## config.mk

```make
export PLATFORM = sky130hd
export DESIGN_NAME = osc_wake_ctl
export DESIGN_NICKNAME = d
export VERILOG_FILES = /design/src/rtl/osc_wake_ctl.sv
export SDC_FILE = /design/constraint.sdc
export NUM_CORES = 1
export LEC_CHECK = 0
export ABC_AREA = 1
export CAP_MARGIN = 10
export CORE_MARGIN = 2
export CORE_UTILIZATION = 45
export DETAILED_ROUTE_END_ITERATION = 10
export PLACE_DENSITY = 0.71
export SLEW_MARGIN = 25
export SYNTH_ARGS = -nofsm -noshare
export SYNTH_HDL_FRONTEND = slang
export SYNTH_SLANG_ARGS = --single-unit
export TNS_END_PERCENT = 20
```

## constraint.sdc

```tcl
create_clock -name CLK -period 1.95 [get_ports CLK]
set_clock_uncertainty 0.15 [all_clocks]
set_input_delay 0.39 -clock CLK [delete_from_list [all_inputs] [get_ports CLK]]
set_output_delay 0.39 -clock CLK [all_outputs]
set_load 0.02 [all_outputs]
```

## src/rtl/osc_wake_ctl.sv

```systemverilog
// Oscillator stop/wake controller: crystal pad enable, stabilisation count, and joypad wake request.
// Optional WAKE_DEBOUNCE_EN adds a 4-cycle debounce on the synchronised wake request.
module osc_wake_ctl #(
  parameter int          CNT_W      = 16,
  parameter int unsigned STAB_COUNT = 16'hFFFF
) (
  input  logic       CLK,
  input  logic       RESET,
  input  logic       OSC_ENA,
  input  logic       CLK_ENA,
  input  logic [3:0] WAKE_N,
  output logic       XTAL_EN,
  output logic       OSC_STABLE,
  output logic       WAKE,
  output logic       CLK_GATE,
  output logic       STOPPED
);

  typedef enum logic [1:0] {S_WARMUP, S_RUN, S_STOPPED} state_t;

  // Exit WARMUP one count early so the counter never reaches STAB_COUNT.
  localparam logic [CNT_W-1:0] TERM = CNT_W'(STAB_COUNT - 1);

  state_t           state;
  logic [CNT_W-1:0] cnt;
  logic [3:0]       sync1, wsync;
  logic             wreq, wake_set;

  always_ff @(posedge CLK) begin
    if (RESET) begin
      sync1 <= '1;
      wsync <= '1;
    end else begin
      sync1 <= WAKE_N;
      wsync <= sync1;
    end
  end

  assign wreq = ~&wsync;

`ifdef WAKE_DEBOUNCE_EN
  logic [1:0] deb, deb_nxt;

  always_comb begin
    deb_nxt = '0;
    if (wreq) deb_nxt = (deb == 2'd3) ? deb : deb + 2'd1;
  end

  // Only counts while sitting in STOPPED; any gap or exit starts over.
  always_ff @(posedge CLK) begin
    if (RESET || state != S_STOPPED || OSC_ENA) deb <= '0;
    else                                        deb <= deb_nxt;
  end

  assign wake_set = wreq & (deb == 2'd3);
`else
  assign wake_set = wreq;
`endif

  always_ff @(posedge CLK) begin
    if (RESET) begin
      state      <= S_WARMUP;
      cnt        <= '0;
      XTAL_EN    <= 1'b1;
      OSC_STABLE <= 1'b0;
      WAKE       <= 1'b0;
      STOPPED    <= 1'b0;
    end else begin
      case (state)
        S_WARMUP: begin
          if (!OSC_ENA) begin
            state      <= S_STOPPED;
            XTAL_EN    <= 1'b0;
            OSC_STABLE <= 1'b0;
            STOPPED    <= 1'b1;
            WAKE       <= 1'b0;
          end else if (cnt == TERM) begin
            state      <= S_RUN;
            OSC_STABLE <= 1'b1;
          end else begin
            cnt <= cnt + 1'b1;
          end
        end
        S_RUN: begin
          if (!OSC_ENA) begin
            state      <= S_STOPPED;
            XTAL_EN    <= 1'b0;
            OSC_STABLE <= 1'b0;
            STOPPED    <= 1'b1;
            WAKE       <= 1'b0;
          end
        end
        S_STOPPED: begin
          if (OSC_ENA) begin
            state   <= S_WARMUP;
            cnt     <= '0;
            XTAL_EN <= 1'b1;
            STOPPED <= 1'b0;
            WAKE    <= 1'b0;
          end else begin
            WAKE <= wake_set;
          end
        end
        default: begin
          state      <= S_WARMUP;
          cnt        <= '0;
          XTAL_EN    <= 1'b1;
          OSC_STABLE <= 1'b0;
          STOPPED    <= 1'b0;
          WAKE       <= 1'b0;
        end
      endcase
    end
  end

  assign CLK_GATE = OSC_STABLE & CLK_ENA;

endmodule

```

# Word-level counts from Yosys, hierarchy flattened

Index checks and enable logic that the tools add are counted.

Bits in registers: 30
Input bits: 8

Muxes and demuxes: 20
Equal/unequal tests: 9
Add/sub/neg operators: 1
Reductions and logical operators: 8
Bitwise gates (word level): 3

Operators with widths:

| cell                                                                   | number |
|---|---|
| 16-bit two-way mux                                                     | 3 |
| 16-bit one-hot mux with 3 select lines                                 | 1 |
| 16-bit by 1-bit adder with 16-bit output (second input constant)       | 1 |
| 16-bit equality test (second input constant)                           | 1 |
| 2-bit inequality test (second input constant)                          | 5 |
| 2-bit two-way mux                                                      | 4 |
| 4-bit AND reduction                                                    | 2 |
| 1-bit two-way mux                                                      | 7 |
| 1-bit one-hot mux with 2 select lines                                  | 3 |
| 2-bit one-hot mux with 3 select lines                                  | 1 |
| 3-bit AND reduction                                                    | 2 |
| 3-bit inequality test (second input constant)                          | 1 |
| 1-bit one-hot mux with 3 select lines                                  | 1 |
| 2-bit by 1-bit equality test with 1-bit output (second input constant) | 1 |
| 2-bit equality test (second input constant)                            | 1 |
| 2-bit logical NOT                                                      | 1 |
| 1-bit inverter                                                         | 2 |
| 2-bit AND reduction                                                    | 1 |
| 2-bit OR reduction                                                     | 1 |
| 1-bit AND                                                              | 1 |
| 1-bit logical NOT                                                      | 1 |

# Logic depth before layout (Yosys ltp)

Gate-level depths: netlist of run 1.

Depth in word-level cells: 4
Depth in mapped cells: 12
Gate-level depth less buffers: 11

# Least setup slack after synthesis of run 1

No wires, ideal clock.

Path type: flip-flop to flip-flop
Start: register cnt[0]
End: register cnt[15]
Cell stages (with the launch flop): 13
Arrival time: 1.324 ns
Setup time: 0.126 ns
Path buffers: 1
Slack: 0.351 ns
Cells stage by stage: dfxtp_1 -> inv_1 -> ha_1 -> nand2_1 -> nor2_2 -> nand2_2 -> nor2_8 -> nand2_4 -> buf_6 -> nand3_2 -> nand2_1 -> nand2_1 -> nor2_2

Word-level cells in the longest chain between the ends: 4
Elaborated cells between the ends (all ways): 7
Classes of those cells: 1 x add/sub; 2 x eq/ne; 3 x mux; 1 x reduce/logical

RTL lines:

| element                                  | RTL line | source |
|---|---|---|
| start, declared                          | 25       | `logic [CNT_W-1:0] cnt;` |
| start signal, assigned                   | 81       | `cnt <= cnt + 1'b1;` |
| 16-bit by 1-bit adder with 16-bit output | 81       |  |
| 16-bit two-way mux                       | 77       | `end else if (cnt == TERM) begin` |
| 16-bit two-way mux                       | 71       | `if (!OSC_ENA) begin` |
| 16-bit one-hot mux with 3 select lines   | 69       | `case (state)` |

Parallel ways exist; a longest one is shown, timed or not. The select of a mux whose other input is x is not followed.
A chain may end at the register's enable or synchronous reset.

# Worst setup path after layout of run 1

Start: register OSC_STABLE
End: output OSC_STABLE

RTL lines:

| element                | RTL line | source |
|---|---|---|
| start, declared        | 13       | `output logic OSC_STABLE,` |
| start signal, assigned | 65       | `OSC_STABLE <= 1'b0;` |
| start signal, assigned | 74       | `OSC_STABLE <= 1'b0;` |
| start signal, assigned | 79       | `OSC_STABLE <= 1'b1;` |

No word-level cell between the ends.

==> results of run 1 <==
==> path summary, 6_finish.rpt <==
kind	slack, ns	endpoint	cells after the start	from
worst max-delay path	0.1	OSC_STABLE	1	OSC_STABLE
worst min-delay path	0.26	wsync[3]	1	sync1[3]
worst max register to register	0.17	cnt[5]	10	cnt[0]
worst min register to register	0.26	wsync[3]	1	sync1[3]
==> per-stage QoR <==
| step | cell area [µm²] | hold WS [ns] | util | setup TNS, ns |
|---|---|---|---|---|
| CTS | 1900 | 0.265 | 0.560 | 0 |
| global placement | 1790 | 0.243 | 0.527 | -0.114 |
| finish | 1900 | 0.264 | 0.560 | 0 |
| detailed placement | 1790 | 0.243 | 0.527 | -0.114 |
| floorplan | 1610 | 0.239 | - | 0 |
| global route | 1900 | 0.277 | 0.560 | 0 |
==> flip-flops by register name, summed over array words and instances, names as in the netlist <==
signal,count
cnt,16
sync1,4
STOPPED,1
state,2
XTAL_EN,1
wsync,4
OSC_STABLE,1
WAKE,1
==> final cells by class <==
| cell class | instances | area, µm² | share of cell area |
|---|---|---|---|
| flip-flops and latches | 30 | 601 | 0.317 |
| inverters | 25 | 108 | 0.0567 |
| clock buffers | 6 | 51.3 | 0.0270 |
| repair buffers | 17 | 156 | 0.0825 |
| multi-input cells | 160 | 863 | 0.455 |
| clock inverters | 2 | 60.1 | 0.0317 |
| well taps | 46 | 57.6 | 0.0303 |
==> what timing repair did <==
action / in CTS / in global routing
endpoints found under the hold margin: 0 / 0
gates resized for setup: 1 / 0
endpoints found under the setup margin: 1 / 0
setup buffers: 0 / 0
==> placed cells by master (no fill, tap or decap), types with 6 or more instances in the layout <==
cell and n:
nand3_2 6, a21oi_1 9, nand2_1 53, nor2_1 31, nor2_2 6, inv_1 24, clkdlybuf4s50_1 11, dfxtp_1 30
nand2_2 8, nand3_1 14, or2_2 8
==> cell usage after synthesis <==
master / count / share of area
o21ai_0: 5 / 0.016
buf_6: 2 / 0.014
nand3_2: 6 / 0.037
clkbuf_1: 3 / 0.0070
nor2_8: 1 / 0.012
nor2_4: 1 / 0.0070
a21oi_2: 2 / 0.011
a21boi_4: 1 / 0.012
nand4_2: 1 / 0.0078
dfxtp_1: 30 / 0.37
nand2_4: 2 / 0.014
nor3_1: 2 / 0.0062
inv_1: 24 / 0.056
nand2_1: 53 / 0.12
o21ai_2: 1 / 0.0055
nand4_1: 2 / 0.0078
nand2_2: 8 / 0.031
nor2_2: 6 / 0.023
or2_2: 8 / 0.031
xor2_1: 3 / 0.016
nand3_1: 14 / 0.044
a21oi_4: 1 / 0.010
bufinv_8: 1 / 0.011
a21oi_1: 9 / 0.028
xnor2_1: 1 / 0.0055
nor2_1: 31 / 0.072
ha_1: 2 / 0.016
==> layer usage <==
layer  vias up  GRT usage  share of wire
met5         -          0              0
met4         0     0.0652          0.015
met3         6     0.0536          0.052
met2        25      0.259           0.46
met1       595      0.212           0.47
li1        724          -              -
==> where the power goes <==
| part | switching [µW] | internal, µW | leakage [µW] |
|---|---|---|---|
| sequential | 9.30 | 629 | 0.000245 |
| combinational | 61.1 | 52.6 | 0.000491 |
| clock | 227 | 434 | 0.0000585 |
| total | 297 | 1120 | 0.000795 |
==> cells by family (layout without fill, tap and decap cells) <==
group | count (synthesis) | count (layout) | share of synthesized area
buffers and inverters | 30 | 50 | 0.0881
AO/OA/AOI/OAI | 19 | 19 | 0.0818
AND/OR/NAND/NOR | 135 | 135 | 0.419
XOR/XNOR | 4 | 4 | 0.0218
adder cells (fa/ha/maj) | 2 | 2 | 0.0156
flip-flops | 30 | 30 | 0.374
==> results list, run 1 <==
- Outcome: complete, no violations
- First-pass GRT wire length: approximately 5.2 mm
- Number of max-slew violations in the final report: 0
* Critical Path Sink Type: output port
- Dividing total power by cell area gives a power density of roughly 740 mW/mm².
- The area growth from synthesis to layout is 18.2%.
- The first detailed-routing pass took 4 iterations.
- Number of routed nets with antenna violations: 0
* VDD IR-drop max: 360 µV
* Transition at the pin with the smallest max-transition slack: 0.428 ns
- For this block, the routed nets add up to between 2 and 3 mm of wire.
- Syn Inst Count: 220
* Hold_buf cts: 0
- CORE AREA: around 0.0034 mm²
- Clock latency at the later pin of the worst-skew pair: around 0.34 ns
- Total Nets Final: 249
- Dividing the final minimum period by the clock period gives 0.951.
- After layout, the design draws a total of ~1400 µW.
* Clock-pin transition on the worst setup and hold timing paths: roughly 0.10 ns
- Slew margin rel.: 0.713
* Clock period minus worst slack: between 1.5 and 2 ns
- Buffers and inverters on the worst path: 1
- Via count normalized by instance count: roughly 4.7
- After detailed routing, the number of remaining DRC violations is 0.
- Across all layers, the routed design uses approximately 1,400 vias.
* Startpoint kind of the worst setup timing path: register
- Placed instance count: 278
* Number of top-level pins: 13
- After filler insertion, the fill cell instance count of the layout stands at 307.
* Antenna violations before repair: 0
* Largest net degree at the start of global routing: 19
- Synthesis warning total: 0
- Max capacitance violation total: 0
* Post-Layout Cell Count: approximately 290
- In the final layout, the share of cells above drive strength 1 is 0.217.
* Site row count: 21
- DRC violation total after the first TritonRoute iteration: 86
* Average cell area after synthesis: about 7.3 µm²
* Netlist area before placement: approximately 0.0016 mm²
- Root buffer selected by CTS: clkbuf_4
* Minimum setup slack after placement: -0.114 ns
* H-tree lvl count: 2
- Number of distinct library cell variants in the gate-level netlist after synthesis: 27
- The die is between 60 and 70 µm tall.
- The tightest min-delay check is of the register to register type.
- Of all nets on the critical path, the largest fanout is 3.
* FMAX: 0.539 GHz
- The clock drives 30 sinks.
* Number of clock buffers inserted by TritonCTS: 5
- WP data arrival: approximately 1.3 ns
* Max Root-Sink Buffers: 2
- Unrepaired setup endpoints after global routing: false
- Diode insertion count for antenna repair: 0
* Initial cell density of the core: 0.474
- Mapped Nets: between 200 and 250
* Leakage power summed over all cells: 0.000795 µW
* Via count of the first global-routing pass: 1,190
- Of the synthesized area, sequential elements account for 0.374.
* Worst-case setup margin in the final layout: between 0.09 and 0.1 ns
* Gp weighted congestion: between 0.8 and 0.9
- Setup violations, final: 0
* Crit Path Class: register to output port
- Counting flops and latches in the post-synthesis netlist gives 30.
- TritonCTS built the clock tree.
- The cell family contributing the most delay on the critical path is buffers and inverters.
- Crit-path slowest cell: clkdlybuf4s50_1
- The largest single stage delay on the critical path is 0.61 ns.
* Crit-path cells: clkdlybuf4s50_1
- Die outline area: between 0.004 and 0.005 mm²
- The hold violation total from the final report is 0.
- In this run the tool buffered the top-level ports with 12 buffer cells.
- STA puts the critical path data required time at about 1.4 ns.
- Routed wirelength normalized by instance count: 10.4 µm
- For this run the aggregate overflow at the end of global routing stands at 0.
- HPWL reported at the end of detailed placement: 2.17 mm
* Total GRT Usage: 0.166
- Horiz. Die Dim: around 64 µm
No activity file was read; power rests on OpenSTA's default activity.
==> run 2, diff against run 1 <==
Settings changed: CORE_ASPECT_RATIO set to 1.75.
==> run 2 against run 1 <==
  * Register-to-register slack improved by 0.03 ns
  * Die area rose by 0.47%
  * Cell area rose by 1.6%
  * Critical path depth did not move
  * Global-route usage rose by 1.6 points
  * Critical path type unchanged
==> results list, run 2 (same netlist as run 1, synthesis figures left out) <==
- The worst endpoint required time was 1.41 ns (about the same).
* Crit-path slowest cell: clkdlybuf4s50_1
* HPWL reported at the end of detailed placement: 2.43 mm (+12%)
- The number of buffers added on ports is 12 (unchanged).
- The overall power of the completed layout is 1400 µW (-0.66%).
- STA classifies the critical path startpoint as a register.
- P&R area growth vs syn: 20.0%
* Number of max-slew violations in the final report: 0 (unchanged)
- The setup path with the least slack is of type register to output port.
- The area of the die was 0.00408 mm² (+0.47%).
* Overall overflow remaining after global route: 0 (unchanged)
- The via density per instance came to 4.87 (+3.2%).
- Most common cell after layout, fill and taps aside: nand2_1
* Largest net degree at the start of global routing: 19 (unchanged)
- Root buffer selected by CTS: clkbuf_8
* Horiz. Die Dim: 49.2 µm (-23%)
- The worst setup path is captured at an output port.
- The wire length of the first global-routing pass was 5.74 mm (+9.9%).
- Site row count: 28 (+33%)
- The initial antenna violation count is 0 (unchanged).
- The count of hold buffers inserted by post-cts repair is 0 (unchanged).
- In this run the worst hold path is classified as register to register.
* Unrepaired setup endpoints after global routing: false
- The run finished with clean final reports.
- The number of buffers added by the clock tree synthesis step came to 5 (unchanged).
- VDD IR-drop max: 676 µV (+88%)
- Leakage power summed over all cells: 0.000795 µW (about the same)
* Total wire length after detailed routing: 3.39 mm (+14%)
- FMAX: 0.551 GHz (+2.1%)
- Final critical-path share of the clock period: 0.931 (-0.0199)
- The max-cap violation count came to 0 (unchanged).
- Gp weighted congestion: 0.830 (about the same)
- The number of iterations in the first detailed-routing pass is 4 (unchanged).
* Max Fanout on Critical Path: 3 (unchanged)
- In the layout the commonest cells are 53 x nand2_1, 31 x nor2_1, 30 x dfxtp_1, 24 x inv_1, 14 x nand3_1.
* Number of routed nets with antenna violations: 0 (unchanged)
* Largest incremental delay on the critical path: 0.62 ns (about the same)
- The total routing usage reported by global routing came to 0.182 (+0.0160).
* Largest registers: cnt x16, sync1 x4, wsync x4
- The final critical-path setup slack was 0.135 ns (+0.0388 ns).
* PD cells: 728 mW/mm² (-2.2%)
* Routed wirelength normalized by instance count: 11.9 µm (+14%)
* Number of remaining DRC errors: 0 (unchanged)
- The initial standard-cell utilization of the core is 0.472 (-0.00122).
- H-tree lvl count: 2 (unchanged)
* Clock period minus worst slack: 1.82 ns (-0.0388 ns)
- Counting flops per register, the top entry is cnt.
- Vias after detailed routing: 1,393 (+3.2%)
- CORE AREA: 0.00340 mm² (+0.26%)
* Buffers and inverters on the worst path: 1 (unchanged)
- Cell family with most CP delay: buffers and inverters
- The worst slew slack as a fraction of its limit is 0.664 (-0.0496).
- The number of top-level pins is 13 (unchanged).
- The maximum count of clock buffers along a single path was 2 (unchanged).
- Number of flip-flops under the largest register name: 16 (unchanged)
* Setup violations, final: 0 (unchanged)
- The clock-pin transition on the worst setup and hold timing paths came to 0.07 ns (-0.03 ns).
* Clock tree from TritonCTS: yes
- Clock latency at the later pin of the worst-skew pair: 0.29 ns (-0.05 ns)
- The hold violation total from the final report was 0 (unchanged).
- Via count of the first global-routing pass: 1,317 (+11%)
- The measured slew at the worst slew-check pin was 0.502 ns (+0.0741 ns).
- The final net count came to 250 (+0.40%).
- The number of antenna cells inserted came to 0 (unchanged).
- Share of post-route cells with drive strength above 1: 0.220 (+0.00325)
- Die Height: 83.0 µm (+30%)
- The worst endpoint data arrival time is 1.28 ns (-0.03 ns).
- The worst hold slack is 0.263 ns (-0.00118 ns).
- CTS sink count: 30 (unchanged)
- The worst setup timing slack at the placement stage is -0.120 ns (-0.00625 ns).
- The number of violations reported at the end of detailed-routing iteration 0 is 27 (-69%).
* Crit-path cells: clkdlybuf4s50_1
[run 2: changes by cell type in the layout (fill, tap and decap cells not counted)]
cell,previous run,this run
buf_12,0,1
bufinv_16,2,1
clkbuf_4,5,0
clkbuf_8,1,5
clkinvlp_4,0,2
nand2_4,2,1
nand2_8,0,1
[run 2: what timing repair did]
action / in CTS / in global routing
pin swaps: 0 / 0
cloned: 0 / 0
hold endpoints to repair: 0 / 0
gates resized for setup: 1 / 1
buffers inserted: 0 / 0
setup endpoints to repair: 1 / 2
[run 2: path summary, 6_finish.rpt]
path	start	cells past startpoint	slack, ns	endpoint
hold / removal	sync1[3]	1	0.26	wsync[3]
setup reg to reg	cnt[1]	9	0.20	cnt[5]
setup / recovery	OSC_STABLE	1	0.13	OSC_STABLE
hold reg to reg	sync1[3]	1	0.26	wsync[3]
[run 2: layer usage]
layer | routed length, µm | GRT usage
met5 | 0 | 0
met2 | 1960 | 0.359
met1 | 1290 | 0.171
met3 | 84 | 0.0378
met4 | 61 | 0.0779
[run 2: stage by stage]
stage / setup TNS (ns) / cells / util / cell area [µm²]
floorplan: 0 / 220 / - / 1610
global placement: -0.115 / 278 / 0.531 / 1810
detailed placement: -0.120 / 278 / 0.531 / 1810
CTS: 0 / 286 / 0.564 / 1920
global route: 0 / 286 / 0.567 / 1930
finish: 0 / 286 / 0.567 / 1930
[run 2: where the power goes]
part / switching [µW] / internal [µW]
sequential: 9.56 / 629
combinational: 65.2 / 55.2
clock: 264 / 380
total: 339 / 1060
[run 2: area by class of cell]
type	count	area (µm²)
Fill cell	332	1470
Clock inverter	3	45.0
Tap cell	45	56.3
Inverter	25	108
Sequential cell	30	601
Multi-Input combinational cell	160	872
Timing Repair Buffer	18	176
Clock buffer	5	68.8
==> run 3, diff against run 2 <==
Settings changed: CELL_PAD_IN_SITES_DETAIL_PLACEMENT set to 1, CELL_PAD_IN_SITES_GLOBAL_PLACEMENT set to 1, CORE_UTILIZATION 45 to 41, PLACE_DENSITY 0.71 to 0.84.
==> run 3 against run 2 <==
  * Register-to-register slack worse by 0.03 ns
  * First-iteration DRC count shrank 48%
  * Core utilization down 6.7 points
  * Critical path depth did not move
  * Routed wire length increased by 18%
  * Count of clock-buffer cells in the layout is 1 higher
  * Global-route usage grew 2.1 points
  * Non-clock buffer count up 2
  * Power is 7.3% lower
  * Largest power group is now registers
  * Highest routed layer unchanged
==> results list, run 3 (same netlist as run 1, synthesis figures left out) <==
* Buffers and inverters on the worst path: 1 (unchanged)
- Leaving out fill and tap cells, the most frequent cell in the layout is nand2_1.
- Antenna violations before repair: 0 (unchanged)
* Stages on worst setup path: 1 (unchanged)
- Most used cells in the layout excluding fill and tap cells: 53 x nand2_1, 31 x nor2_1, 29 x dfxtp_1, 24 x inv_1, 14 x nand3_1
- Cell family with most CP delay: buffers and inverters
* Transition at the pin with the smallest max-transition slack: 0.345 ns (-0.158 ns)
- The post-place instance area was 0.00181 mm² (+0.35%).
- The final routed wirelength across all metal layers came to 4.01 mm (+18%).
* Placed instance count: 283 (+1.8%)
* Hold/Removal Path Class: register to register
- P&R area growth vs syn: 19.3%
- The horizontal die dimension came to 51.3 µm (+4.4%).
- Number of flip-flops under the largest register name: 16 (unchanged)
* Via count of the first global-routing pass: 1,506 (+14%)
- Post-route setup TNS: 0 ns (unchanged)
- Worst-case setup margin in the final layout: 0.129 ns (-0.00582 ns)
* Number of clock buffers inserted by TritonCTS: 5 (unchanged)
- The number of setup violations in the final report came to 0 (unchanged).
- The number of H-tree levels came to 2 (unchanged).
* FMAX: 0.549 GHz (-0.32%)
* Slew margin rel.: 0.770 (+0.106)
- Gp weighted congestion: 0.768 (-7.5%)
- Max Fanout on Critical Path: 3 (unchanged)
* Largest net degree at the start of global routing: 19 (unchanged)
- Die outline area: 0.00445 mm² (+9.1%)
- Hold_buf cts: 0 (unchanged)
- The total routing usage reported by global routing came to 0.203 (+0.0211).
* Drt pass-1 iters: 4 (unchanged)
- The hold violation total from the final report is 0 (unchanged).
- The HPWL after detailed placement was 2.99 mm (+23%).
* Largest incremental delay on the critical path: 0.62 ns (about the same)
* Max capacitance violation total: 0 (unchanged)
* Vias after detailed routing: 1,453 (+4.3%)
- The area of all placed cells without fillers was 0.00192 mm² (-0.58%).
* Outcome: complete, no violations
- Clock period minus worst slack: 1.82 ns (+0.00582 ns)
- CTS sink count: 30 (unchanged)
- Final critical-path share of the clock period: 0.934 (+0.00298)
- Crit-path slowest cell: clkdlybuf4s50_1
- The initial standard-cell utilization of the core came to 0.419 (-0.0531).
- Largest registers: cnt x16, sync1 x4, wsync x4
* WP data arrival: 1.28 ns (about the same)
* Overall overflow remaining after global route: 0 (unchanged)
- Clock latency at the later pin of the worst-skew pair: 0.29 ns (about the same)
- The remaining design rule violation count is 0 (unchanged).
- The number of violations reported at the end of detailed-routing iteration 0 is 14 (-48%).
* Site row count: 30 (+7.1%)
- Worst hold path stage count: 1 (unchanged)
- The share of final-layout standard cells stronger than drive strength 1 is 0.230 (+0.0105).
- Post-Layout Cell Count: 291 (+1.7%)
- The number of top-level pins came to 13 (unchanged).
- The critical path is of the register to output port type.
- The register with the most flip-flops in the final layout is cnt.
- Minimum setup slack after placement: -0.135 ns (-0.0140 ns)
- The area of the core was 0.00383 mm² (+13%).
* Logic depth of the worst register-to-register path: 10 (+1)
- Number of routed nets with antenna violations: 0 (unchanged)
- The fill cell total of the finished layout came to 502 (+51%).
- The number of antenna cells inserted was 0 (unchanged).
- In this run the clock root is driven by a clkbuf_8.
* Unrepaired setup endpoints after global routing: false
- The worst setup path is captured at an output port.
- The number of pins exceeding their max-slew limit in the final report was 0 (unchanged).
- Die Height: 86.8 µm (+4.5%)
- Total Nets Final: 252 (+0.80%)
- The worst endpoint required time was 1.41 ns (about the same).
* PD cells: 679 mW/mm² (-6.8%)
* Clock-pin transition on the worst setup and hold timing paths: 0.06 ns (about the same)
- The number of buffers added on ports came to 12 (unchanged).
- TritonCTS built the clock tree.
- Routed wirelength normalized by instance count: 13.8 µm (+16%)
- VDD IR-drop max: 468 µV (-31%)
* Leakage power summed over all cells: 0.000797 µW (+0.24%)
- Worst hold slack across all endpoints: 0.262 ns (-0.000695 ns)
- Via count normalized by instance count: 4.99 (+2.5%)
- First-pass GRT wire length: 6.67 mm (+16%)
- Max Root-Sink Buffers: 2 (unchanged)
* Crit-path cells: clkdlybuf4s50_1
- Startpoint kind of the worst setup timing path: register
[run 3: what timing repair did]
item / CTS / global route
setup buffers: 0 / 0
resized for setup: 1 / 2
setup endpoints to repair: 1 / 1
[run 3: final timing paths]
| path | slack (ns) | end | start |
|---|---|---|---|
| max reg2reg | 0.17 | cnt[5] | cnt[0] |
| max | 0.13 | OSC_STABLE | OSC_STABLE |
| min | 0.26 | wsync[3] | sync1[3] |
| min reg2reg | 0.26 | wsync[3] | sync1[3] |
[run 3: through the flow]
step / total power (µW) / utilization
global placement: 772 / 0.473
floorplan: 723 / -
global route: 1350 / 0.500
CTS: 1310 / 0.498
finish: 1300 / 0.500
detailed placement: 777 / 0.473
[run 3: layout make-up]
class                      count  area (µm²)  area share
clock buffer                   6        82.6      0.0431
tap                           48        60.1      0.0314
inverter                      25         108      0.0562
timing repair buffer          20         179      0.0934
clock inverter                 2        12.5     0.00653
multi-input combinational    160         872       0.455
sequential                    30         602       0.314
[run 3: metal layers]
layer | wire length (µm) | global-route usage
met5 | 0 | 0
met4 | 179 | 0.132
met3 | 92 | 0.0345
met2 | 2280 | 0.386
met1 | 1450 | 0.192
[run 3: where the power goes]
group / internal, µW / total [µW] / switching, µW
sequential: 630 / 641 / 11.0
clock: 283 / 536 / 253
combinational: 55.8 / 124 / 67.7
